File: src/rtl/rv_pipe_pkg.sv
// rtl/rv_pipe_pkg.sv - shared pipeline constants and the fetch queue entry type
package rv_pipe_pkg;
    localparam int XLEN = 32;
    localparam logic [XLEN-1:0] NOP_INST  = 32'h0000_0013;
    localparam logic [XLEN-1:0] ZERO_INST = 32'h0000_0000;

    typedef struct packed {
        logic [XLEN-1:0] pc;
        logic [XLEN-1:0] inst;
    } fetch_entry_t;
endpackage

File: src/rtl/fetch_fifo.sv
// rtl/fetch_fifo.sv - DEPTH-entry FIFO with flush, occupancy count and same-edge push/pop
module fetch_fifo #(
    parameter int W     = 64,
    parameter int DEPTH = 4
) (
    input  logic                    clk,
    input  logic                    rst,
    input  logic                    flush_i,
    input  logic                    push_i,
    input  logic [W-1:0]            push_data_i,
    input  logic                    pop_i,
    output logic [W-1:0]            head_o,
    output logic [$clog2(DEPTH):0]  count_o
);
    localparam int AW = $clog2(DEPTH);

    logic [W-1:0] mem_q [DEPTH];
    logic [AW:0]  wr_ptr_q, wr_ptr_d;
    logic [AW:0]  rd_ptr_q, rd_ptr_d;

    always_comb begin
        wr_ptr_d = wr_ptr_q;
        rd_ptr_d = rd_ptr_q;
        if (flush_i) begin
            wr_ptr_d = '0;
            rd_ptr_d = '0;
        end else begin
            if (push_i) wr_ptr_d = wr_ptr_q + 1'b1;
            if (pop_i)  rd_ptr_d = rd_ptr_q + 1'b1;
        end
    end

    always_ff @(negedge clk or negedge rst) begin
        if (!rst) begin
            wr_ptr_q <= '0;
            rd_ptr_q <= '0;
        end else begin
            wr_ptr_q <= wr_ptr_d;
            rd_ptr_q <= rd_ptr_d;
        end
    end

    // When full, a push lands on the head slot; the head is read before the edge so a same-edge pop is safe.
    always_ff @(negedge clk) begin
        if (push_i && !flush_i) mem_q[wr_ptr_q[AW-1:0]] <= push_data_i;
    end

    assign head_o  = mem_q[rd_ptr_q[AW-1:0]];
    assign count_o = wr_ptr_q - rd_ptr_q;
endmodule

File: src/rtl/fetch_queue_unit.sv
// rtl/fetch_queue_unit.sv - prefetching IF stage with credit-limited in-flight fetches and redirect flush
module fetch_queue_unit #(
    parameter int              XLEN     = rv_pipe_pkg::XLEN,
    parameter int              DEPTH    = 4,
    parameter logic [XLEN-1:0] RESET_PC = '0
) (
    input  logic            clk,
    input  logic            rst,
    output logic            imem_req_valid,
    input  logic            imem_req_ready,
    output logic [XLEN-1:0] imem_addr,
    input  logic            imem_rsp_valid,
    input  logic [XLEN-1:0] imem_rsp_data,
    output logic            id_valid,
    input  logic            id_ready,
    output logic [XLEN-1:0] id_inst,
    output logic [XLEN-1:0] id_pc,
    input  logic            redirect_valid,
    input  logic [XLEN-1:0] redirect_pc,
    input  logic            halt,
    output logic            fetch_stopped
);
    import rv_pipe_pkg::*;

    localparam int AW = $clog2(DEPTH);
    localparam int CW = AW + 1;
    localparam logic [CW:0]     DEPTH_W    = (CW+1)'(DEPTH);
    localparam logic [XLEN-1:0] ZERO_WORD  = XLEN'(ZERO_INST);
    localparam logic [XLEN-1:0] ALIGN_MASK = XLEN'(3);

    logic [XLEN-1:0]   fetch_pc_q, fetch_pc_d;
    logic [XLEN-1:0]   rsp_pc_q, rsp_pc_d;
    logic [CW-1:0]     outstanding_q, outstanding_d;
    logic [CW-1:0]     drop_q, drop_d;
    logic              stopped_q, stopped_d;
    logic [AW:0]       fifo_count;
    logic [2*XLEN-1:0] fifo_head;
    logic              empty, credit_ok, accept, rsp_drop, push, pop, zero_word;

    assign empty     = (fifo_count == '0);
    assign credit_ok = ({1'b0, fifo_count} + {1'b0, outstanding_q}) < DEPTH_W;

    assign imem_req_valid = rst & ~halt & ~stopped_q & ~redirect_valid & credit_ok;
    assign imem_addr      = fetch_pc_q;
    assign accept         = imem_req_valid & imem_req_ready;

    assign rsp_drop  = (drop_q != '0);
    assign push      = imem_rsp_valid & ~rsp_drop & ~redirect_valid;
    assign zero_word = push & (imem_rsp_data == ZERO_WORD);

    assign id_valid      = ~empty & ~halt;
    assign pop           = id_valid & id_ready & ~redirect_valid;
    assign id_pc         = empty ? '0 : fifo_head[2*XLEN-1:XLEN];
    assign id_inst       = empty ? '0 : fifo_head[XLEN-1:0];
    assign fetch_stopped = stopped_q;

    always_comb begin
        outstanding_d = outstanding_q + CW'(accept) - CW'(imem_rsp_valid);
        fetch_pc_d    = fetch_pc_q;
        rsp_pc_d      = rsp_pc_q;
        drop_d        = drop_q;
        stopped_d     = stopped_q;
        if (redirect_valid) begin
            // Everything still in flight belongs to the old path and must be skipped.
            fetch_pc_d = redirect_pc & ~ALIGN_MASK;
            rsp_pc_d   = redirect_pc & ~ALIGN_MASK;
            drop_d     = outstanding_d;
            stopped_d  = 1'b0;
        end else begin
            if (accept)                    fetch_pc_d = fetch_pc_q + XLEN'(4);
            if (imem_rsp_valid && rsp_drop) drop_d    = drop_q - 1'b1;
            if (push)                      rsp_pc_d   = rsp_pc_q + XLEN'(4);
            if (zero_word) begin
                stopped_d = 1'b1;
                drop_d    = outstanding_d;
            end
        end
    end

    always_ff @(negedge clk or negedge rst) begin
        if (!rst) begin
            fetch_pc_q    <= RESET_PC;
            rsp_pc_q      <= RESET_PC;
            outstanding_q <= '0;
            drop_q        <= '0;
            stopped_q     <= 1'b0;
        end else begin
            fetch_pc_q    <= fetch_pc_d;
            rsp_pc_q      <= rsp_pc_d;
            outstanding_q <= outstanding_d;
            drop_q        <= drop_d;
            stopped_q     <= stopped_d;
        end
    end

    fetch_fifo #(
        .W     (2*XLEN),
        .DEPTH (DEPTH)
    ) u_fifo (
        .clk         (clk),
        .rst         (rst),
        .flush_i     (redirect_valid),
        .push_i      (push),
        .push_data_i ({rsp_pc_q, imem_rsp_data}),
        .pop_i       (pop),
        .head_o      (fifo_head),
        .count_o     (fifo_count)
    );
endmodule

File: config.mk
export PLATFORM = sky130hd
export DESIGN_NAME = fetch_queue_unit
export DESIGN_NICKNAME = d
export VERILOG_FILES = /design/src/rtl/rv_pipe_pkg.sv /design/src/rtl/fetch_fifo.sv /design/src/rtl/fetch_queue_unit.sv
export SDC_FILE = /design/constraint.sdc
export NUM_CORES = 1
export LEC_CHECK = 0
export ABC_AREA = 0
export BUFFER_PORTS_ARGS = -buffer_cell sky130_fd_sc_hd__buf_4
export CAP_MARGIN = 20
export CORE_MARGIN = 2
export CORE_UTILIZATION = 39
export DETAILED_ROUTE_END_ITERATION = 16
export GPL_TIMING_DRIVEN = 0
export SLEW_MARGIN = 20
export SYNTH_ARGS = -nofsm -noshare
export SYNTH_HDL_FRONTEND = slang
export SYNTH_HIERARCHICAL = 1
export SYNTH_SLANG_ARGS = --single-unit
File: constraint.sdc
create_clock -name clk -period 4.02 [get_ports clk]
set_input_delay 0.402 -clock clk [delete_from_list [all_inputs] [get_ports clk]]
set_output_delay 0.402 -clock clk [all_outputs]
set_load 0.1 [all_outputs]
## Word-level counts from Yosys, hierarchy flattened

Memory sizes are Yosys's and may differ from the RTL's.
Cells that the tools add are included.

| operators by class | value |
|---|---|
| add/subtract/negate cells | 9 |
| magnitude comparators | 1 |
| mux-type cells | 17 |
| bitwise logic cells | 16 |
| reductions and logical operators | 11 |

Operator list:

| kind | number |
|---|---|
| $mux 32 | 6 |
| $add 32x3->32 const B | 2 |
| $logic_not 32->1 | 1 |
| $mux 3 | 7 |
| $and 1x1->1 | 11 |
| $reduce_bool 2->1 | 4 |
| $add 3x1->3 const B | 2 |
| $reduce_bool 3->1 | 2 |
| $not 1->1 | 5 |
| $add 3x3->4 | 1 |
| $lt 4x3->1 const B | 1 |
| $mux 1 | 4 |
| $add 3x1->3 | 1 |
| $logic_not 3->1 | 1 |
| $sub 3x1->3 | 1 |
| $sub 3x1->3 const B | 1 |
| $sub 3x3->3 | 1 |
| $logic_and 1x1->1 | 2 |
| $logic_not 1->1 | 1 |

| storage, ports and cells | value |
|---|---|
| flip-flop bits (word level) | 77 |
| bits in writable memories | 256 |
| input bits | 71 |
| memories kept | 1 |

Memory list:

| memory | depth | bits a word | read ports | clocked after Yosys merged registers in | wr ports | RTL line | text |
|---|---|---|---|---|---|---|---|
| u_fifo.mem_q | 4 | 64 | 1 | 0 | 1 | fetch_fifo.sv:17 | `logic [W-1:0] mem_q [DEPTH];` |

## Logic depth before layout (Yosys ltp)

Gate-level depths: netlist (run 1).

| depth | value |
|---|---|
| depth after elaboration | 10 |
| gate-level depth with buffers | 16 |
| gate-level depth less buffers | 15 |

## By module

The synthesis (run 1) kept the hierarchy.

By module, submodules not included:

| module | instances | cells each | area each (µm²) | seq. area each (µm²) |
|---|---|---|---|---|
| fetch_fifo | 1 | 373 | 9,691.8 | 7,837.5 |
| fetch_queue_unit | 1 | 470 | 4,356.7 | 1,676.6 |

==> impl_metrics.toml, run 1 <==
[outcome]
outcome = "finished, violations left"
violations = "setup timing"

[synth]
synth_top_cell_area_share_pct = 54.7
ys_top_cells_by_area = "edfxtp_1 (55%), dfrtn_1 (13%), mux4_2 (10%), nor2b_1 (2.9%), mux2_2 (1.9%)"
synth_edf_count = 256
synth_flop_cell = "edfxtp_1"
synth_area_per_cell_um2 = 16.7
netlist_instances = 843
netlist_area_um2 = 14000
yosys.area.top_type = "edfxtp_1"
ys_seq_area_share_pct = 67.7
synthArstFlopShare_pct = 22.2
synth-seq-cells = 329
synth_cell_types = 58
yosys_warnings = 6

[global_routing]
antenna_found_initial = 1
overflow = 0
grt_pass1_wl_um = 56500
grt_usage_pct = 19.6
grt_max_degree = 38
first_global_vias = 10200

[placed_design]
dpl.cell_count = 1478
dp_slack_ps = -1540
dp_hpwl_um = 21300
place_area_um2 = 16600
portBuffers = 165
gp_congestion = 0.842

[worst_setup_path]
end_kind = "output pin"
r2r-end = "drop_q[2]"
start_kind = "flop"
r2r_slack_ps = 300
critical_path_class = "flop to output pin"
ff2ff_path_depth = 16
crit_required_ps = 3620
crit_fanout = 10
r2r_start = "u_fifo/wr_ptr_q[0]"
arrival_ps = 4900

[die]
die_h_um = 194
dieArea_um2 = 37600
io_pins = 170
die_x_um = 194
initial_core_util_pct = 39.6
placementRows = 69
core_um2 = 35500

[sta]
hold_ws_ps = 514
worst_slack_ps = -1280
slew_violations = 0
rsz0062_at_grt = "true"
finalHoldViolations = 0
relSlewSlack_pct = 52.1
finalSetupViolations = 67
worst_pin_slew_ps = 719
finClkSkew_ps = 64.3

[finish]
antennaDiodeCount = 0
instances_no_fill = 1849
drive_above_1_share_pct = 35.4
regArea_um2 = 9510
multiInputGateArea_um2 = 4990
syn_to_final_growth_pct = 46.2
fin_nets = 1447
fillers = 2816
finalInstanceArea_um2 = 20500

[drt]
routed_wl_um = 38500
ant_nets = 0
firstDrtPassIters = 5
num_vias = 9414
wl_per_cell_um = 20.8
viasPerCell = 5.09
drt_iter0_markers = 688
drc_errors = 0

[clock_network]
holdBufCountCts = 0
clock_latency_ps = 580
cts_tree = "built"
cts_max_level = 2
cts_buffers = 38
clk_path_buf_depth = 3
clk_pin_slew_ps = 50
cts-root-buf = "clkbuf_16"
cts_sinks = 329

[power]
cellLeakagePower_nw = 8.45
vdd_drop_max_uv = 344
power.density_nw_per_um2 = 520

[min_path]
holdPathEnd = "imem_addr[31]"
hp-start = "imem_addr[31]"
hold_path_depth = 2
min_path_type = "flop to flop"

[job]
max_cap_violations = 0
[stage by stage]
| stage | setup TNS (ps) | total power [mW] | utilization (%) |
|---|---|---|---|
| floorplan | -70750 | 5.70 | - |
| detailed placement | -308690 | 6.14 | 46.7 |
| global placement | -307850 | 6.12 | 46.7 |
| CTS | -75400 | 10.8 | 56.4 |
| finish | -80580 | 10.7 | 57.9 |
| global route | -85590 | 11.2 | 57.9 |
[metal layers]
metal | routed length [um] | vias up | track usage [%]
li1 | - | 4305 | -
met1 | 16600 | 4741 | 25.1
met2 | 18700 | 319 | 31.5
met3 | 2550 | 49 | 6.05
met4 | 697 | 0 | 6.84
met5 | 0 | - | 0
[power by group]
group | switching (mW) | internal [mW]
Sequential | 0.157 | 3.85
Clock | 2.03 | 2.55
Combinational | 1.28 | 0.809
[layout by cell type, fill, tap and decap left out, drive strengths merged, types with 2 or more instances in the layout]
cell	count
ha	14
buf	219
inv	279
nand3	20
clkinv	5
a21bo	2
edfxtp	256
fa	2
and2	20
xnor2	30
mux2	24
and4	9
clkinvlp	7
nand4	28
dfrtn	73
nand2b	7
o21ai	13
xor2	22
mux4	64
bufbuf	2
nand3b	4
or3	4
a31oi	6
nor2	18
nand2	32
nor2b	66
a21oi	10
o31a	3
nor4	14
conb	10
nor3	10
a21boi	11
bufinv	7
and3	13
o211ai	7
clkbuf	62
mux2i	2
[state kept, by name, summed over array words and instances (netlist names)]
register	count
imem_addr	30
fetch_stopped	1
u_fifo/wr_ptr_q	3
rsp_pc_q	30
drop_q	3
outstanding_q	3
u_fifo/mem_q	256
u_fifo/rd_ptr_q	3
[worst max-delay path: stages (launching register included)]
cell       delay [ps]
dfrtn_1           460
inv_2              70
ha_4              160
fa_2              350
xnor2_2           160
xnor2_2           300
nor3_4             80
clkbuf_16         210
clkbuf_16         210
nor2b_4           160
buf_12            180
[cell families after synthesis]
family,share of synthesized area (%)
compound gates,2.80
xor+xnor,3.24
fa+ha+maj,1.53
buf+inv,2.32
flops,67.7
mux,12.3
other cells,0.0267
simple gates,10.0
[layout make-up]
cell class | instances | area share (%)
Sequential cell | 329 | 46.3
Multi-Input combinational cell | 478 | 24.3
Timing Repair Buffer | 203 | 13.0
Clock inverter | 283 | 6.23
Clock buffer | 41 | 4.84
Tap cell | 461 | 2.81
Buffer | 39 | 2.18
Inverter | 15 | 0.311
[how the worst max path moves through the flow]
| stage | from | end | slack, ps | depth (start not counted) |
|---|---|---|---|---|
| floorplan | u_fifo/wr_ptr_q[0] | id_inst[0] | -1030 | 9 |
| global placement | rst | drop_q[2] | -1520 | 11 |
| detailed placement | rst | drop_q[2] | -1540 | 11 |
| CTS | u_fifo/wr_ptr_q[0] | imem_req_valid | -1250 | 9 |
| global route | u_fifo/wr_ptr_q[0] | imem_req_valid | -1360 | 9 |
| finish | u_fifo/wr_ptr_q[0] | id_inst[2] | -1280 | 10 |
[Yosys cell counts (all sizes together) (18+ instances only)]
master and instances:
nand2 32, clkbuf 21, edfxtp 256, nor2b 66, xnor2 30, nor2 18, buf 20, dfrtn 73
mux2 24, nand4 28, xor2 22, mux4 64, nand3 20
[repair_timing]
item	CTS	global route
resized for setup	228	41
cloned	9	9
pin swaps	13	21
buffers inserted	11	23
setup endpoints to repair	355	327
Note: power is estimated with default switching activity, not from simulation.
==> run 2: changes to the inputs <==
==> constraint.sdc (replaced) <==
create_clock -name clk -period 4.02 [get_ports clk]
set_input_delay 1.005 -clock clk [delete_from_list [all_inputs] [get_ports clk]]
set_output_delay 1.005 -clock clk [all_outputs]
set_load 0.1 [all_outputs]
==> run 2 against run 1 <==
  * The flow still finishes with violations (setup timing)
  * First-iteration DRC count shrank 3.3%
  * Hold slack improved by 0.98 ps
  * Clock power grew 3%
  * Routed wire length up 10%
  * Clock skew increased by 21 ps
  * Utilization is 5.3 points higher
  * Global-route usage grew 3.3 points
  * Sequential power hardly changed
  * Critical path type unchanged
==> impl_metrics.toml, run 2 (same netlist as run 1, synthesis figures left out) <==
[outcome]
outcome = "finished, violations left"
violations = "setup timing"

[die]
dieArea_um2 = 37600
initial_core_util_pct = 39.6
placementRows = 69
io_pins = 170
die_x_um = 194
die_h_um = 194
core_um2 = 35500

[finish]
layout_common_cells = "inv_1 (269), edfxtp_1 (256), buf_4 (134)"
drive_above_1_share_pct = 42.0
instances_no_fill = 1962
fin_nets = 1560
antennaDiodeCount = 0
syn_to_final_growth_pct = 59.5
final_common_cell = "inv_1"
finalInstanceArea_um2 = 22400
fin_util_pct = 63.1
largest_register_ffs = 256

[sta]
hold_ws_ps = 515
finalSetupViolations = 317
finClkSkew_ps = 85.3
relSlewSlack_pct = 36.8
finalHoldViolations = 0
tns_ps = -155360
worst_slack_ps = -1860
slew_violations = 0
rsz0062_at_grt = "true"
worst_pin_slew_ps = 945

[placed_design]
dp_hpwl_um = 21300
gp_congestion = 0.849
dpl.cell_count = 1478
portBuffers = 165
place_area_um2 = 16700

[drt]
drc_errors = 0
drt_iter0_markers = 665
firstDrtPassIters = 5
ant_nets = 0
wl_per_cell_um = 21.7
viasPerCell = 5.16
routed_wl_um = 42500
num_vias = 10100

[global_routing]
antenna_found_initial = 0
first_global_vias = 11200
overflow = 0
grt_usage_pct = 22.8
grt_pass1_wl_um = 64400
grt_max_degree = 38

[clock_network]
cts-root-buf = "clkbuf_16"
clock_latency_ps = 600
cts_buffers = 39
clk_pin_slew_ps = 50
clk_path_buf_depth = 3
cts_tree = "built"
cts_sinks = 329
cts_max_level = 2

[worst_setup_path]
arrival_ps = 4870
r2r_start = "u_fifo/wr_ptr_q[0]"
ff2ff_path_depth = 17
end_kind = "output pin"
critical_path_class = "flop to output pin"
r2r-end = "drop_q[2]"
r2r_slack_ps = 170
crit_fanout = 2
crit_required_ps = 3010
start_kind = "flop"

[power]
swShare_pct = 32.6
pwr-share-comb_pct = 20.8
vdd_drop_max_uv = 435
p_clk_share_pct = 42.8
power.share.sequential_pct = 36.4
power.density_nw_per_um2 = 492
cellLeakagePower_nw = 9.44
p_int_mw = 7.42
p_sw_mw = 3.59

[job]
max_cap_violations = 0

[min_path]
min_path_type = "flop to flop"
hp-start = "outstanding_q[0]"
hold_path_depth = 1
holdPathEnd = "outstanding_q[0]"
-- run 2: power groups by stage --
stage               Combinational [mW]  Clock (mW)  Sequential, mW
floorplan                         1.11       0.378            4.22
global placement                  1.71       0.378            4.04
detailed placement                1.72       0.378            4.05
CTS                               2.27        4.82            4.00
global route                      2.39        5.20            4.02
finish                            2.29        4.72            4.01
-- run 2: final cells by class --
cell class	count	area (um2)
plain buffers	37	428
repair buffers	317	4320
fillers	2566	13100
clock inverters	282	1260
well taps	461	577
flip-flops and latches	329	9510
inverters	15	63.8
clock buffers	43	1050
multi-input cells	478	5180
-- run 2: routing by layer --
| metal | global-route usage (%) | vias up | share of wire [%] | routed length, um |
|---|---|---|---|---|
| met5 | 0 | - | 0 | 0 |
| met1 | 28.4 | 5042 | 40 | 17100 |
| met3 | 6.12 | 80 | 7.1 | 3020 |
| met2 | 36.8 | 442 | 50 | 21200 |
| met4 | 11.4 | 0 | 2.9 | 1240 |
| li1 | - | 4551 | - | - |
-- run 2: what timing repair did --
action,in CTS,in global routing
gates cloned,24,0
setup endpoints to repair,405,397
buffers inserted,129,35
hold buffers,0,0
pin swaps,35,29
resized for setup,390,34
-- run 2: worst max path at each step --
stage	start	endpoint	slack (ps)	depth (start not counted)
2_1_floorplan	u_fifo/wr_ptr_q[0]	id_inst[0]	-1630	9
3_3_place_gp	rst	drop_q[2]	-2220	11
3_5_place_dp	rst	drop_q[2]	-2200	11
4_1_cts	u_fifo/wr_ptr_q[0]	id_inst[6]	-1870	10
5_1_grt	u_fifo/wr_ptr_q[0]	id_pc[28]	-1940	10
6_report	u_fifo/wr_ptr_q[0]	imem_req_valid	-1860	9
-- run 2: worst max-delay path, stage by stage, from the launching register on --
cell,delay (ps)
dfrtn_1,450
inv_2,70
ha_4,160
fa_2,410
xnor2_2,160
xnor2_2,170
ha_4,180
nor4b_4,280
and3_4,280
buf_16,180
-- run 2: metrics by stage --
stage / power [mW] / worst slack, ps
global route: 11.6 / -1940
finish: 11.0 / -1860
CTS: 11.1 / -1870
global placement: 6.13 / -2220
detailed placement: 6.14 / -2200
floorplan: 5.70 / -1630
==> run 3: changes to the inputs <==
==> constraint.sdc (replaced) <==
create_clock -name clk -period 4.02 [get_ports clk]
set_input_delay 0.804 -clock clk [delete_from_list [all_inputs] [get_ports clk]]
set_output_delay 0.804 -clock clk [all_outputs]
set_load 0.1 [all_outputs]
==> run 3 against run 2 <==
  * The run still ends with setup timing left
  * Largest power group unchanged
  * Register-to-register slack about the same
  * Via count down 1.8%
  * Highest routed layer unchanged
  * Hold slack better by 12 ps
  * Setup slack better by 190 ps
==> impl_metrics.toml, run 3 (same netlist as run 1, synthesis figures left out) <==
[outcome]
outcome = "finished, violations left"
violations = "setup timing"

[global_routing]
first_global_vias = 10600
antenna_found_initial = 0
grt_pass1_wl_um = 61000
grt_max_degree = 38
overflow = 0
grt_usage_pct = 21.4

[power]
vdd_drop_max_uv = 307
power.density_nw_per_um2 = 490
finalPower_mw = 10.7
cellLeakagePower_nw = 9.14

[die]
die_h_um = 194
dieArea_um2 = 37600
placementRows = 69
initial_core_util_pct = 39.6
io_pins = 170
core_um2 = 35500
die_x_um = 194

[clock_network]
cts-root-buf = "clkbuf_16"
cts_max_level = 2
clk_pin_slew_ps = 50
clk_path_buf_depth = 3
cts_tree = "built"
clock_latency_ps = 590
holdBufCountCts = 0
cts_sinks = 329
cts_buffers = 37

[sta]
finalHoldViolations = 0
worst_slack_ps = -1670
slew_violations = 0
tns_ps = -109120
relSlewSlack_pct = 47.8
finalSetupViolations = 90
worst_pin_slew_ps = 783
finClkSkew_ps = 71.5
rsz0062_at_grt = "true"

[drt]
firstDrtPassIters = 5
drc_errors = 0
ant_nets = 0
drt_iter0_markers = 595
viasPerCell = 5.15
routed_wl_um = 40800
wl_per_cell_um = 21.1
num_vias = 9933

[worst_setup_path]
critical_path_class = "flop to output pin"
start_kind = "flop"
arrival_ps = 4880
r2r_slack_ps = 180
crit_fanout = 2
crit_required_ps = 3220
worstPathCellList = "inv_2, ha_4, fa_2, xnor2_2, xnor2_2, ha_4, nor3_4, and3_4, clkbuf_16, buf_16"
max_stage_delay_ps = 420
end_kind = "output pin"
cp_slowest_cell = "dfrtn_1"

[job]
max_cap_violations = 0

[finish]
largest_register_ffs = 256
final_common_cell = "inv_1"
fin_nets = 1528
drive_above_1_share_pct = 39.8
syn_to_final_growth_pct = 55.8
layout_common_cells = "inv_1 (273), edfxtp_1 (256), buf_4 (143)"
antennaDiodeCount = 0
fillers = 2593

[min_path]
min_path_type = "flop to flop"

[placed_design]
portBuffers = 165
dp_hpwl_um = 21500
gp_congestion = 0.863
## run 3: cell count changes in the layout (fill, tap and decap cells not counted), sizes merged
cell	before	now
bufbuf	2	1
clkbuf	62	65
clkinvlp	6	7
inv	275	281
bufinv	6	1
clkinv	10	6
buf	333	301
## run 3: through the flow
step	cells	worst slack (ps)	cell area (um2)	util [%]	hold slack [ps]
3_5_place_dp	1478	-1990	16700	47.0	512
3_3_place_gp	1478	-2000	16700	47.0	518
4_1_cts	1902	-1680	21500	60.5	529
2_1_floorplan	852	-1430	14800	-	499
5_1_grt	1930	-1750	21900	61.7	536
6_report	1930	-1670	21900	61.7	527
## run 3: per-layer routing
layer	global-route usage (%)	wire length [um]	vias to the layer above
met1	27.7	17200	5020
met3	5.86	2640	72
li1	-	-	4476
met2	34.5	20200	365
met4	7.94	860	0
met5	0	0	-
## run 3: area by class of cell
| class | instances | area [um2] | area share, % |
|---|---|---|---|
| Clock buffer | 43 | 1060 | 4.87 |
| Buffer | 39 | 470 | 2.15 |
| Clock inverter | 280 | 1140 | 5.20 |
| Tap cell | 461 | 577 | 2.64 |
| Timing Repair Buffer | 285 | 3960 | 18.1 |
| Sequential cell | 329 | 9510 | 43.5 |
| Multi-Input combinational cell | 478 | 5110 | 23.3 |
| Inverter | 15 | 56.3 | 0.257 |
## run 3: where the power goes
group	switching [mW]	internal, mW	total [mW]	leakage (nW)
clock network	2.07	2.32	4.39	1.98
registers	0.151	3.85	4.00	3.16
logic	1.35	0.982	2.34	3.99
total	3.57	7.16	10.7	9.14
## run 3: worst paths after layout
kind | startpoint | end | cells past startpoint
max | u_fifo/wr_ptr_q[0] | imem_req_valid | 10
min | outstanding_q[0] | outstanding_q[0] | 1
min in group asynchronous | rst | drop_q[2] | 1
min reg2reg | outstanding_q[0] | outstanding_q[0] | 1
max reg2reg | u_fifo/wr_ptr_q[0] | drop_q[2] | 17
max in group asynchronous | rst | rsp_pc_q[18] | 1
## run 3: worst max-delay path, delay by kind of cell (launching register included)
kind,cells,cell delay (ps)
xor+xnor,2,430
buf+inv,3,360
flops,1,420
fa+ha+maj,3,770
simple gates,2,350
## run 3: what timing repair did
item	CTS	global route
buffers inserted	85	26
pin swaps	17	3
setup endpoints to repair	398	342
hold endpoints to repair	0	0
resized for setup	325	51
gates cloned	17	6
